===== src/rtl/adc_capture_ctrl.sv =====
// ADC capture controller: generates clk_ADC/ADC_En from clk_100MHz, discards pipeline-latency samples,
// averages 2^AVG_LOG2 strobes per channel and hands results out through a valid/ready register.
module adc_capture_ctrl #(
  parameter int DATA_W   = 8,
  parameter int NCH      = 1,
  parameter int CLK_DIV  = 100,
  parameter int AVG_LOG2 = 0,
  parameter int LAT      = 3,
  parameter int CNT_W    = 16
) (
  input  logic                    clk_100MHz,
  input  logic                    Rst,
  output logic                    clk_ADC,
  output logic                    ADC_En,
  input  logic [NCH*DATA_W-1:0]   adc_data,
  input  logic                    start,
  input  logic                    stop,
  input  logic                    continuous,
  input  logic [CNT_W-1:0]        num_samples,
  output logic [NCH*DATA_W-1:0]   out_data,
  output logic                    out_valid,
  input  logic                    out_ready,
  output logic                    busy,
  output logic                    done,
  output logic                    overrun
);

  localparam int ACC_W = DATA_W + AVG_LOG2;
  localparam int DIV_W = $clog2(CLK_DIV);
  localparam int LAT_W = (LAT > 0) ? $clog2(LAT + 1) : 1;
  localparam int AVG_W = AVG_LOG2 + 1;
  localparam int AVG_N = 1 << AVG_LOG2;

  localparam logic [DIV_W-1:0] DIV_MAX = DIV_W'(CLK_DIV - 1);
  localparam logic [DIV_W-1:0] HALF_V  = DIV_W'(CLK_DIV / 2);
  localparam logic [LAT_W-1:0] LAT_V   = LAT_W'(LAT);
  localparam logic [AVG_W-1:0] AVG_MAX = AVG_W'(AVG_N - 1);

  typedef enum logic {IDLE, RUN} state_t;

  state_t             state, state_nx;
  logic [DIV_W-1:0]   cnt, cnt_nx;
  logic [LAT_W-1:0]   disc_cnt;
  logic [AVG_W-1:0]   avg_cnt;
  logic [CNT_W-1:0]   res_cnt;
  logic [CNT_W-1:0]   num_lat;
  logic               cont_lat;
  logic [ACC_W-1:0]   acc [NCH];
  logic [ACC_W-1:0]   sum [NCH];
  logic               start_ok, strobe, acc_en, res_en, last_res;

  assign busy   = (state == RUN);
  assign ADC_En = (state != RUN);

  always_comb begin
    start_ok = start && !stop && (continuous || (num_samples != '0));
    // stop suppresses the strobe so an abort never emits a result on its own edge
    strobe   = (state == RUN) && !stop && (cnt == DIV_MAX);
    acc_en   = strobe && (disc_cnt == LAT_V);
    res_en   = acc_en && (avg_cnt == AVG_MAX);
    last_res = res_en && !cont_lat && (res_cnt == (num_lat - 1'b1));

    for (int unsigned i = 0; i < NCH; i++)
      sum[i] = acc[i] + ACC_W'(adc_data[i*DATA_W +: DATA_W]);

    state_nx = state;
    case (state)
      IDLE: if (start_ok) state_nx = RUN;
      RUN:  if (stop || last_res) state_nx = IDLE;
      default: state_nx = IDLE;
    endcase

    cnt_nx = '0;
    if ((state == RUN) && (state_nx == RUN))
      cnt_nx = (cnt == DIV_MAX) ? '0 : cnt + 1'b1;
  end

  always_ff @(posedge clk_100MHz or negedge Rst) begin
    if (!Rst) begin
      state     <= IDLE;
      cnt       <= '0;
      clk_ADC   <= 1'b0;
      disc_cnt  <= '0;
      avg_cnt   <= '0;
      res_cnt   <= '0;
      num_lat   <= '0;
      cont_lat  <= 1'b0;
      out_data  <= '0;
      out_valid <= 1'b0;
      done      <= 1'b0;
      overrun   <= 1'b0;
      for (int unsigned i = 0; i < NCH; i++) acc[i] <= '0;
    end else begin
      state   <= state_nx;
      cnt     <= cnt_nx;
      clk_ADC <= (state_nx == RUN) && (cnt_nx >= HALF_V);
      done    <= last_res;

      if ((state == IDLE) && start_ok) begin
        cont_lat <= continuous;
        num_lat  <= num_samples;
        overrun  <= 1'b0;
      end

      // leaving RUN (stop or final result) drops any partial accumulation
      if (state_nx != RUN) begin
        disc_cnt <= '0;
        avg_cnt  <= '0;
        res_cnt  <= '0;
        for (int unsigned i = 0; i < NCH; i++) acc[i] <= '0;
      end else if (strobe) begin
        if (!acc_en) begin
          disc_cnt <= disc_cnt + 1'b1;
        end else if (res_en) begin
          avg_cnt <= '0;
          res_cnt <= res_cnt + 1'b1;
          for (int unsigned i = 0; i < NCH; i++) acc[i] <= '0;
        end else begin
          avg_cnt <= avg_cnt + 1'b1;
          for (int unsigned i = 0; i < NCH; i++) acc[i] <= sum[i];
        end
      end

      if (res_en) begin
        if (!out_valid || out_ready) begin
          out_valid <= 1'b1;
          for (int unsigned i = 0; i < NCH; i++)
            out_data[i*DATA_W +: DATA_W] <= sum[i][AVG_LOG2 +: DATA_W];
        end else begin
          overrun <= 1'b1;
        end
      end else if (out_ready) begin
        out_valid <= 1'b0;
      end
    end
  end

endmodule


===== config.mk =====
export PLATFORM = sky130hd
export DESIGN_NAME = adc_capture_ctrl
export DESIGN_NICKNAME = d
export VERILOG_FILES = /design/src/rtl/adc_capture_ctrl.sv
export SDC_FILE = /design/constraint.sdc
export NUM_CORES = 1
export LEC_CHECK = 0
export CELL_PAD_IN_SITES_DETAIL_PLACEMENT = 0
export CELL_PAD_IN_SITES_GLOBAL_PLACEMENT = 1
export CORE_MARGIN = 4
export CORE_UTILIZATION = 44
export CTS_CLUSTER_DIAMETER = 150
export DETAILED_ROUTE_END_ITERATION = 10
export GPL_ROUTABILITY_DRIVEN = 0
export PLACE_DENSITY_LB_ADDON = 0.1
export SKIP_CTS_REPAIR_TIMING = 1
export SYNTH_ARGS = -nofsm -noshare
export SYNTH_HDL_FRONTEND = slang
export SYNTH_SLANG_ARGS = --single-unit

===== constraint.sdc =====
create_clock -name clk_100MHz -period 3.2 [get_ports clk_100MHz]
set_input_delay 0.64 -clock clk_100MHz [delete_from_list [all_inputs] [get_ports clk_100MHz]]
set_output_delay 0.64 -clock clk_100MHz [all_outputs]
set_load 0.1 [all_outputs]

==> summary.md <==
The tools report the first-pass GRT wire length as 14,300 um. The setup skew after layout was 6.13 ps; the share of the clock period used by the worst path after layout was 87.4%. The detailed-routing iteration count for the pre-antenna-repair pass was 4; the peak supply drop was 0.254 mV. The average instance in the mapped netlist occupies 9.64 um2. In this run the tightest slew margin relative to its limit is 33.0%. TritonCTS built the clock tree.

In the final routed layout, each cell accounts on average for 15.3 um. The worst setup path is launched from a register. For the antenna cell count, the log shows 0. The maximum cell stage delay along the critical path is 500 ps, and the pin count of the biggest net entering global routing is 47. The tools report the endpoint arrival time on the critical path as 3030 ps. Leaving out fill and tap cells, the most frequent cells in the layout are sky130_fd_sc_hd__dfrtp_1, sky130_fd_sc_hd__nand2_1, sky130_fd_sc_hd__nor2_1, sky130_fd_sc_hd__clkdlybuf4s50_1, sky130_fd_sc_hd__xor2_1. Synthesis instantiated 53 different standard cells from the library.

The fraction of registers with async set/reset came out at 100%. The critical path is of the register to register type. Once layout is complete, the utilization of the core stands at 54.1%. Number of port buffers: 43. The setup-violating endpoint count in the final report was 0. The die covers 10,200 um2. The number of hold-slack violations in the final timing report is 0, and the DRC violation total after the first TritonRoute iteration is 127. The share of the yosys chip area belonging to registers came out at 42.3%. The ratio of cells with drive above 1 in the final layout was 14.6%; the signed area change from the synthesized netlist to the final layout was 18.6%. The tools report the maximum clock insertion buffer count as 2.

Summing every instance area after synthesis gives 3790 um2. Synthesized net count: 435. Clock-pin slew was measured on the worst setup and hold paths at 70 ps. Counting flops and latches in the post-synthesis netlist gives 64.

The tree built by TritonCTS fans out to 64 sinks. For this block, the via count after detailed routing is 2,954. The die span in x is 101 um. The logs give 2.00 nW for the leakage power and 45.6% for the effective utilization at floorplan. In the routed layout, each cell is associated on average with a via count of 5.37. Number of global-route vias before repair: 2,947.

STA puts the critical path data required time at 3430 ps. The initial antenna violation count was 0; the total wire length after detailed routing was 8440 um. The worst-path cell with the longest stage delay was sky130_fd_sc_hd__or3b_2. In this run the register-to-register setup slack is 400 ps. Across the whole layout, storage elements account for 1600 um2. The final layout contains 482 nets. The worst hold path belongs to the class input port to asynchronous set/reset pin. The layout has 801 filler cells.

The run gives 9 as the CTS buffer count. The number of cells produced by synthesis is 393. In this run the power density over the cells is 430 nW/um2. For the setup total negative slack, the log shows 0 ps. The tools report the number of ports placed on the die boundary as 44.

The worst setup path is captured at a register. In the final layout, the multi-input gates occupy 2050 um2. The post-layout minimum cycle time works out to 2800 ps. The critical path goes through inv_1, ha_1, or3b_2, nor4b_1, a32o_1, o22ai_1, nor4_4, buf_4, nor2_1. The run gives 33 as the placement row count. Leaving out fill and tap cells, the most frequent cell in the layout is sky130_fd_sc_hd__dfrtp_1.

The number of max-cap violations came out at 0. The clock latency at the later pin of the worst-skew pair was 340 ps; the number of nets with antenna violations after detailed routing was 0. The tools report the floorplan core area as 8300 um2. For the pin with the worst max-slew slack, the measured transition is 1010 ps. Among all flip-flop cells after synthesis, the most frequent one is sky130_fd_sc_hd__dfrtp_1.

Timing would allow up to 0.357 GHz. The logs give 0 for the number of warnings issued by yosys and 0 for the post-detailed-route DRC marker count. Along the worst path, the maximum fanout reaches 14. Clock tree synthesis selected as its root buffer the cell sky130_fd_sc_hd__clkbuf_8. After global routing the overflow that remains totals 0.

In this run, synthesis inferred 0 flip-flops with an integrated enable. Setup repair after global routing left no endpoint under its margin. The height of the die was 101 um. The HPWL after detailed placement is 6310 um. The total number of H-tree levels is 3. The run finished with clean final reports. The number of max-slew violations in the final report is 0.

Global routing used 18.0% of the available tracks across all layers.
==> where the power goes <==
part           switching (mW)  internal (mW)
Sequential             0.0681          0.859
Clock                   0.296          0.357
Combinational           0.182          0.171
Total                   0.546           1.39
==> layout make-up <==
cell class	count	share of cell area, %
clock inverter	4	1.00
clock buffer	12	3.01
tap	105	2.92
multi-input combinational	300	45.7
sequential	64	35.6
inverter	11	0.919
timing repair buffer	54	10.8
==> critical path: cells and delay by family (launching register included) <==
family | cells | cell delay [ps]
adder cells (fa/ha/maj) | 1 | 200
flip-flops | 1 | 430
AND/OR/NAND/NOR | 4 | 1370
AO/OA/AOI/OAI | 2 | 330
buffers and inverters | 2 | 360
==> through the flow <==
stage                     std cells  worst slack, ps  instance area [um2]  hold WS [ps]  power [mW]
after floorplan                 393              636                 3790           344        1.17
after global placement          534              276                 4310           463        1.29
after detailed placement        534              249                 4310           472        1.30
after CTS                       550              402                 4490           488        1.96
after global routing            550              284                 4490           515        2.04
final                           550              402                 4490           464        1.93
==> cell usage after synthesis (2+ instances only) <==
master,n,area (um2)
sky130_fd_sc_hd__mux2_2,20,225
sky130_fd_sc_hd__xor2_1,27,236
sky130_fd_sc_hd__nand2_1,42,158
sky130_fd_sc_hd__dfrtp_1,64,1600
sky130_fd_sc_hd__nor2b_1,3,18.8
sky130_fd_sc_hd__and4b_1,2,20.0
sky130_fd_sc_hd__nor4b_1,4,35.0
sky130_fd_sc_hd__nor3_1,9,45.0
sky130_fd_sc_hd__o211ai_1,5,37.5
sky130_fd_sc_hd__xnor2_1,20,175
sky130_fd_sc_hd__o31ai_1,3,22.5
sky130_fd_sc_hd__buf_6,2,22.5
sky130_fd_sc_hd__o22ai_1,3,18.8
sky130_fd_sc_hd__a22oi_1,4,30.0
sky130_fd_sc_hd__and3_1,5,31.3
sky130_fd_sc_hd__nand3_1,11,55.1
sky130_fd_sc_hd__o31a_1,2,17.5
sky130_fd_sc_hd__inv_1,11,41.3
sky130_fd_sc_hd__or4_4,2,22.5
sky130_fd_sc_hd__a211oi_1,5,37.5
sky130_fd_sc_hd__nand4_1,7,43.8
sky130_fd_sc_hd__ha_1,11,138
sky130_fd_sc_hd__nor4bb_1,2,20.0
sky130_fd_sc_hd__clkbuf_1,13,48.8
sky130_fd_sc_hd__buf_4,2,15.0
sky130_fd_sc_hd__a21oi_1,16,80.1
sky130_fd_sc_hd__and4_1,3,26.3
sky130_fd_sc_hd__and2_1,2,12.5
sky130_fd_sc_hd__or3_1,4,25.0
sky130_fd_sc_hd__mux2i_1,3,30.0
sky130_fd_sc_hd__o21ai_0,14,70.1
sky130_fd_sc_hd__a31oi_1,2,12.5
sky130_fd_sc_hd__nor2_1,34,128
sky130_fd_sc_hd__nand2b_1,2,12.5
sky130_fd_sc_hd__nor4_1,16,100
==> registers in the layout (all words and copies together), names as in the netlist, 2 cells and up <==
register,flops
disc_cnt,2
num_lat,16
acc,8
out_data,8
res_cnt,16
cnt,7
==> per-layer routing <==
metal,part of all wire [%],GRT usage (%),vias to the layer above,wire [um]
met5,0,0,-,0
met4,0.84,4.15,0,71
met3,3.7,4.50,6,316
met2,46,28.3,48,3870
met1,50,25.1,1400,4180
li1,-,-,1500,-
==> path summary, 6_finish.rpt <==
path | from | end | cells after the start
worst max-delay path | num_lat[0] | disc_cnt[0] | 9
worst max register to register | num_lat[0] | disc_cnt[0] | 9
min in group clk_100MHz | out_data[4] | out_data[4] | 2
max in group asynchronous | Rst | num_lat[11] | 2
worst min-delay path | Rst | out_data[3] | 1
worst min register to register | out_data[4] | out_data[4] | 2
==> cells by family after synthesis <==
logic type	Yosys count	synth area share (%)
DFF	64	42.3
muxes	23	6.74
AOI/OAI and AO/OA	63	10.7
xor gates and xnor gates	47	10.9
adders and majority gates	12	4.16
and+or+nand+nor	155	21.8
buffers and inverters	29	3.50
(Power assumes the default switching activity.)
